--- src/rtl/hex_pio_arbiter.sv ---
// -----------------------------------------------------------------------------
// hex_pio_arbiter
//
// Shares a single Avalon-MM hex-display PIO slave between two requesters
// (typically a CPU bridge on requester 0 and a score/status unit on
// requester 1). Each request is one single-beat read or write, latched when
// it is granted and issued to the slave as a one-cycle chipselect strobe.
// The PIO data (0), bit-set (4) and bit-clear (5) registers are passed
// through unchanged.
//
// Ports
//   clk, reset_n              clock, asynchronous active-low reset
//   rN_req                    request, held until rN_ack
//   rN_write                  1 = write, 0 = read
//   rN_address, rN_writedata  command for requester N
//   rN_ack                    one-cycle completion pulse
//   rN_readdata               last read result for requester N
//   m_chipselect, m_address,
//   m_write_n, m_writedata    slave command side
//   m_readdata                slave read data (combinational in address)
//   busy                      high whenever a transaction is in flight
// -----------------------------------------------------------------------------
module hex_pio_arbiter #(
   parameter int DATA_W   = 32,
   parameter int ADDR_W   = 3,
   parameter int ARB_MODE = 1
) (
   input  logic              clk,
   input  logic              reset_n,

   input  logic              r0_req,
   input  logic              r0_write,
   input  logic [ADDR_W-1:0] r0_address,
   input  logic [DATA_W-1:0] r0_writedata,
   output logic              r0_ack,
   output logic [DATA_W-1:0] r0_readdata,

   input  logic              r1_req,
   input  logic              r1_write,
   input  logic [ADDR_W-1:0] r1_address,
   input  logic [DATA_W-1:0] r1_writedata,
   output logic              r1_ack,
   output logic [DATA_W-1:0] r1_readdata,

   output logic              m_chipselect,
   output logic [ADDR_W-1:0] m_address,
   output logic              m_write_n,
   output logic [DATA_W-1:0] m_writedata,
   input  logic [DATA_W-1:0] m_readdata,

   output logic              busy
);

   // state  | meaning
   // IDLE   | no transaction; pick a winner and latch its command
   // ACCESS | chipselect strobe to the slave; capture read data
   // RESP   | ack pulse to the winner; record it as last grant
   localparam logic [1:0] IDLE   = 2'd0;
   localparam logic [1:0] ACCESS = 2'd1;
   localparam logic [1:0] RESP   = 2'd2;

   logic [1:0]        state_q,      state_d;
   logic              last_grant_q, last_grant_d;
   logic              winner_q,     winner_d;
   logic              cmd_write_q,  cmd_write_d;
   logic [ADDR_W-1:0] cmd_addr_q,   cmd_addr_d;
   logic [DATA_W-1:0] cmd_wdata_q,  cmd_wdata_d;
   logic [DATA_W-1:0] r0_rdata_q,   r0_rdata_d;
   logic [DATA_W-1:0] r1_rdata_q,   r1_rdata_d;

   logic              pick_r1;

   // Winner selection, only meaningful when at least one request is high.
   // Round-robin hands a tie to whoever was not served last; last_grant
   // resets to requester 1 so requester 0 wins the first tie.
   always_comb begin
      pick_r1 = 1'b0;
      if (ARB_MODE != 0) begin
         pick_r1 = r1_req & (~r0_req | ~last_grant_q);
      end else begin
         pick_r1 = ~r0_req;
      end
   end

   always_comb begin
      state_d      = state_q;
      last_grant_d = last_grant_q;
      winner_d     = winner_q;
      cmd_write_d  = cmd_write_q;
      cmd_addr_d   = cmd_addr_q;
      cmd_wdata_d  = cmd_wdata_q;
      r0_rdata_d   = r0_rdata_q;
      r1_rdata_d   = r1_rdata_q;

      case (state_q)
         IDLE: begin
            if (r0_req | r1_req) begin
               winner_d = pick_r1;
               if (pick_r1) begin
                  cmd_write_d = r1_write;
                  cmd_addr_d  = r1_address;
                  cmd_wdata_d = r1_writedata;
               end else begin
                  cmd_write_d = r0_write;
                  cmd_addr_d  = r0_address;
                  cmd_wdata_d = r0_writedata;
               end
               state_d = ACCESS;
            end
         end

         ACCESS: begin
            // The slave is zero-latency, so its data is valid in this cycle.
            if (!cmd_write_q) begin
               if (winner_q) begin
                  r1_rdata_d = m_readdata;
               end else begin
                  r0_rdata_d = m_readdata;
               end
            end
            state_d = RESP;
         end

         RESP: begin
            last_grant_d = winner_q;
            state_d      = IDLE;
         end

         default: begin
            state_d = IDLE;
         end
      endcase
   end

   always_ff @(posedge clk or negedge reset_n) begin
      if (!reset_n) begin
         state_q      <= IDLE;
         last_grant_q <= 1'b1;
         winner_q     <= 1'b0;
         cmd_write_q  <= 1'b0;
         cmd_addr_q   <= '0;
         cmd_wdata_q  <= '0;
         r0_rdata_q   <= '0;
         r1_rdata_q   <= '0;
      end else begin
         state_q      <= state_d;
         last_grant_q <= last_grant_d;
         winner_q     <= winner_d;
         cmd_write_q  <= cmd_write_d;
         cmd_addr_q   <= cmd_addr_d;
         cmd_wdata_q  <= cmd_wdata_d;
         r0_rdata_q   <= r0_rdata_d;
         r1_rdata_q   <= r1_rdata_d;
      end
   end

   // Outputs decode straight from registered state, so an asynchronous
   // reset takes them to their idle values without waiting for a clock.
   // Address/data hold the last command, which only changes on a grant.
   assign m_chipselect = (state_q == ACCESS);
   assign m_write_n    = ~((state_q == ACCESS) & cmd_write_q);
   assign m_address    = cmd_addr_q;
   assign m_writedata  = cmd_wdata_q;

   assign r0_ack       = (state_q == RESP) & ~winner_q;
   assign r1_ack       = (state_q == RESP) &  winner_q;
   assign r0_readdata  = r0_rdata_q;
   assign r1_readdata  = r1_rdata_q;

   assign busy         = (state_q != IDLE);

endmodule

--- config.mk ---
export PLATFORM = sky130hd
export DESIGN_NAME = hex_pio_arbiter
export DESIGN_NICKNAME = d
export VERILOG_FILES = /design/src/rtl/hex_pio_arbiter.sv
export SDC_FILE = /design/constraint.sdc
export NUM_CORES = 1
export LEC_CHECK = 0
export CAP_MARGIN = 20
export CORE_MARGIN = 4
export CORE_UTILIZATION = 42
export CTS_BUF_LIST = sky130_fd_sc_hd__clkbuf_8 sky130_fd_sc_hd__clkbuf_16
export DETAILED_ROUTE_END_ITERATION = 16
export GPL_ROUTABILITY_DRIVEN = 0
export PLACE_DENSITY = 0.92
export SYNTH_ARGS = -nofsm -noshare
export SYNTH_HDL_FRONTEND = slang
export SYNTH_SLANG_ARGS = --single-unit
export TNS_END_PERCENT = 5
--- constraint.sdc ---
create_clock -name clk -period 2.1 [get_ports clk]
set_input_delay 0.21 -clock clk [delete_from_list [all_inputs] [get_ports clk]]
set_output_delay 0.21 -clock clk [all_outputs]
set_load 0.05 [all_outputs]
Word level (Yosys, flattened, before mapping)

Cells that the tools add are included.
W data, S select, Z words.

Equal/unequal tests: 3
Muxes and demuxes: 5
Bitwise logic cells: 11
Reductions and logical operators: 5

Operators with widths:

| cell                 | number |
|---|---|
| $mux W32             | 1 |
| $reduce_and A3 Y1    | 2 |
| $not A1 Y1           | 5 |
| $and A1 B1 Y1        | 4 |
| $pmux W2 S2          | 1 |
| $mux W3              | 1 |
| $eq A2 B1 Y1 const B | 1 |
| $eq A2 B2 Y1 const B | 1 |
| $logic_not A2 Y1     | 1 |
| $mux W2              | 1 |
| $ne A2 B2 Y1 const B | 1 |
| $or A1 B1 Y1         | 2 |
| $reduce_and A2 Y1    | 1 |
| $reduce_bool A2 Y1   | 1 |
| $mux W1              | 1 |

Register bits after elaboration: 104
Bits of input ports: 108
Output and inout port bits: 104
Logic and storage cells: 32

Depth between registers and ports, before layout

Depth in word-level cells: 4
Depth in mapped cells: 5
Mapped depth without buffers: 3

Worst setup path before layout

Ideal clock, no wire load.

Path type: flip-flop to flip-flop
Start: register state_q[1]
End: register r0_rdata_q[10] (netlist: r0_readdata[10])
Library setup time: 125 ps
Arrival time: 1669 ps
Slack: 306 ps
Cell stages (with the launch flop): 5
Path buffers: 1
Clock period less this slack: 1794 ps
Path through: dfrtp_1 -> nor2b_4 -> nor3b_2 -> buf_6 -> mux2_2

Word-level cells in the longest chain between the ends: 2

RTL lines:

| element                     | line | RTL |
|---|---|---|
| start, declared             | 62   | `logic [1:0] state_q, state_d;` |
| start signal, assigned      | 146  | `state_q <= state_d;` |
| $eq A2 B1 Y1                | n/a  |  |
| named net m_chipselect      | 45   | `output logic m_chipselect,` |
| $reduce_and A3 Y1 (no line) | n/a  |  |
| end signal, assigned        | 152  | `r0_rdata_q <= r0_rdata_d;` |
| end, declared               | 68   | `logic [DATA_W-1:0] r0_rdata_q, r0_rdata_d;` |

The timed path passes the listed nets, and every way through them passes these cells.
A chain may end at the register's enable or synchronous reset.

Worst setup path after layout

Start: register state_q[1]
End: output m_chipselect

Word-level cells in the longest chain between the ends: 1

RTL lines:

| element       | line | RTL |
|---|---|---|
| $eq A2 B1 Y1  | 160  | `assign m_chipselect = (state_q == ACCESS);` |
| end, declared | 45   |  |

No other way between the ends.

==> qor.csv <==
stage,metric,value,unit
timing,final hold vios,0,
detailed_routing,drt pass-1 iters,4,
cells_and_area,fin nets,595,
pwr,total chip power,0.0133,W
grt,pin count of the biggest net entering global routing,46,
cells_and_area,share of cells above drive strength 1,0.348,
grt,vias in the first global route,3419,
synth,Synth Area in Adders,0,
timing,Slew @ Worst Pin,547,ps
clock_network,CTS tree,done,
synth,main combinational cell family by area after synthesis,multiplexers,
placement,DP Wirelength,8680,um
detailed_routing,DR iter-0 viols,94,
grt,first-pass GRT wire length,17700,um
timing,Slew headroom,0.634,
synth,synthesized cell area,0.00465,sq mm
synth,post-synth net total,377,
grt,GRT Util Overall,0.177,
setup_path,Crit path required time,1890,ps
clock_network,Root Buffer,clkbuf_8,
synth,cell type with the largest total area after synthesis,dfrtp_1,
synth,"top cells by area, synth","dfrtp_1 (55%), mux2_2 (19%), mux2_4 (19%)",
synth,synthesis warning total,0,
detailed_routing,# DRC,0,
die,Die Ht,113,um
die,core box area,0.0108,sq mm
synth,Synth Area in XOR/XNOR,0,
synth,Yosys cell types,19,
hold_path,Hold Path Class,input port to asynchronous set/reset pin,
timing,Final Cycle Share,0.958,
detailed_routing,routed wire length,11200,um
timing,RSZ-0062 raised after global routing,false,
die,Row Count,38,
pwr,Worst VDD drop,1.13,mV
clock_network,postcts setup bufs,0,
placement,port bufs,211,
run_status,outcome,"complete, no violations",
synth,syn_area_per_cell,17.3,sq um
die,Starting Density,0.429,
setup_path,CP Launch Type,flop,
clock_network,TritonCTS Buffers,9,
timing,fmax,0.497,GHz
pwr,pwr dens,1860,mW/mm^2
setup_path,CP max stage delay,840,ps
detailed_routing,Via density,4.84,
cells_and_area,area grow syn2layout,53.3,%
placement,dpl ws,181,ps
clock_network,Clock Tree Buf Depth,2,
timing,post-route setup slack,89.0,ps
timing,Final Max Slew Viols,0,
synth,sequential area share after synthesis,0.560,
cells_and_area,utilization after layout,0.657,
setup_path,CP cell instances,"nor2b_4, clkdlybuf4s50_1",
clock_network,Clock H-tree levels,3,
synth,complex-gate fraction of the synthesized area,0.00377,
setup_path,critical path class,flop to output port,
die,die area,0.0128,sq mm
timing,TNS Setup,0,ps
flow_run,max_cap viols,0,
pwr,leakage,3.07,nW
setup_path,crit path DAT,1800,ps
setup_path,CP max FO,4,
synth,Yosys reg bits,104,
grt,antenna violations before repair,0,
die,I/O Pins,212,
cells_and_area,Final Instance Area,0.00713,sq mm
setup_path,Crit-path slowest cell,clkdlybuf4s50_1,
clock_network,Worst-Skew Late Latency,360,ps
detailed_routing,via count,3060,
die,Die W,113,um
synth,Post-Synth Simple-Gate Area,0.0180,
detailed_routing,Antenna Violating Nets Remaining,0,
placement,placed inst area,0.00690,sq mm
clock_network,Clock transition at path regs,100,ps
timing,Period minus WS final,2010,ps
clock_network,clk sink count,104,
detailed_routing,WL per Instance,17.7,um
timing,# setup viols final,0,
cells_and_area,diode count,0,
setup_path,Crit. End Element,output port,
synth,share of the synthesized area in the top cell type,0.555,
synth,post-synthesis mux area share,0.378,
grt,total congestion overflow,0,
cells_and_area,Fill cells,802,
timing,Layout Skew,13.8,ps
synth,synthesized instance count,269,
==> flip-flops by register name (all words and copies together) (netlist names) <==
signal / cells
m_writedata: 32
r0_readdata: 32
r1_readdata: 32
m_address: 3
state_q: 2
cmd_write_q: 1
last_grant_q: 1
winner_q: 1
==> where the power goes <==
group,internal [W],switching [W],total (W)
clock,0.000628,0.000685,0.00131
combinational,0.00337,0.00493,0.00830
sequential,0.00304,0.000611,0.00365
total,0.00703,0.00622,0.0133
==> final timing paths <==
path / from / slack, ps / cells after the start / end
worst max-delay path: state_q[1] / 90 / 2 / m_chipselect
worst min-delay path: reset_n / 300 / 2 / r0_readdata[12]
worst max register to register: state_q[1] / 350 / 4 / m_writedata[3]
worst min register to register: r1_readdata[14] / 510 / 1 / r1_readdata[14]
max in group asynchronous: reset_n / 1140 / 3 / last_grant_q
min in group clk: m_readdata[1] / 480 / 2 / r0_readdata[1]
==> worst max-delay path: cells and delay by family, from the launching register on <==
kind	cells	cell delay (ps)
AND/OR/NAND/NOR	1	170
flip-flops	1	440
buffers and inverters	1	840
==> synth_stat cells <==
cell      count
mux2_4       58
inv_1         1
mux2_2       78
dfrtp_1     103
a21o_1        1
or2_2         1
mux2i_1       1
nor3b_2       2
nor2b_1       1
a21bo_1       1
buf_12        3
nand2b_1      1
nor2b_4       1
buf_6        10
nor2_4        1
dfstp_2       1
nor2_1        3
nand2_1       1
buf_4         1
==> logic make-up (layout without fill, tap and decap cells) <==
group,Yosys count,in the layout
flip-flops,104,104
buffers and inverters,15,238
multiplexers,137,137
AO/OA/AOI/OAI,2,2
AND/OR/NAND/NOR,11,11
==> routing by layer <==
layer  track usage  vias to the layer above  wire length [um]
met4        0.0657                        0               199
met5             0                        -                 0
li1              -                     1394                 -
met1         0.204                     1504              4310
met3        0.0524                       18               919
met2         0.312                      144              5760
==> cell usage in the layout (no fill, tap or decap), types with 2 or more instances in the layout <==
cell type	instances
mux2_2	78
nor3b_4	2
clkbuf_8	11
dfrtp_1	103
nor2_1	3
buf_12	6
mux2_4	58
clkdlybuf4s50_1	207
buf_4	6
==> layout make-up <==
class | instances | area [sq um] | share of cell area
clock buffer | 11 | 151 | 0.0212
clock inverter | 5 | 62.6 | 0.00878
inverter | 1 | 3.75 | 0.000527
multi-input combinational | 150 | 1870 | 0.263
sequential | 104 | 2600 | 0.365
tap | 140 | 175 | 0.0246
timing repair buffer | 221 | 2260 | 0.317
==> timing repair <==
action | in CTS | in global routing
endpoints found under the setup margin | 1 | 0
resized for setup | 1 | 0
hold buffers | 1 | 0
endpoints found under the hold margin | 25 | 0
==> per-stage QoR <==
step / instances / hold WS [ps]
floorplan: 269 / -85.6
global placement: 615 / 148
detailed placement: 615 / 151
CTS: 632 / 291
global route: 632 / 316
finish: 632 / 304
Note: power is estimated with default switching activity, not from simulation.
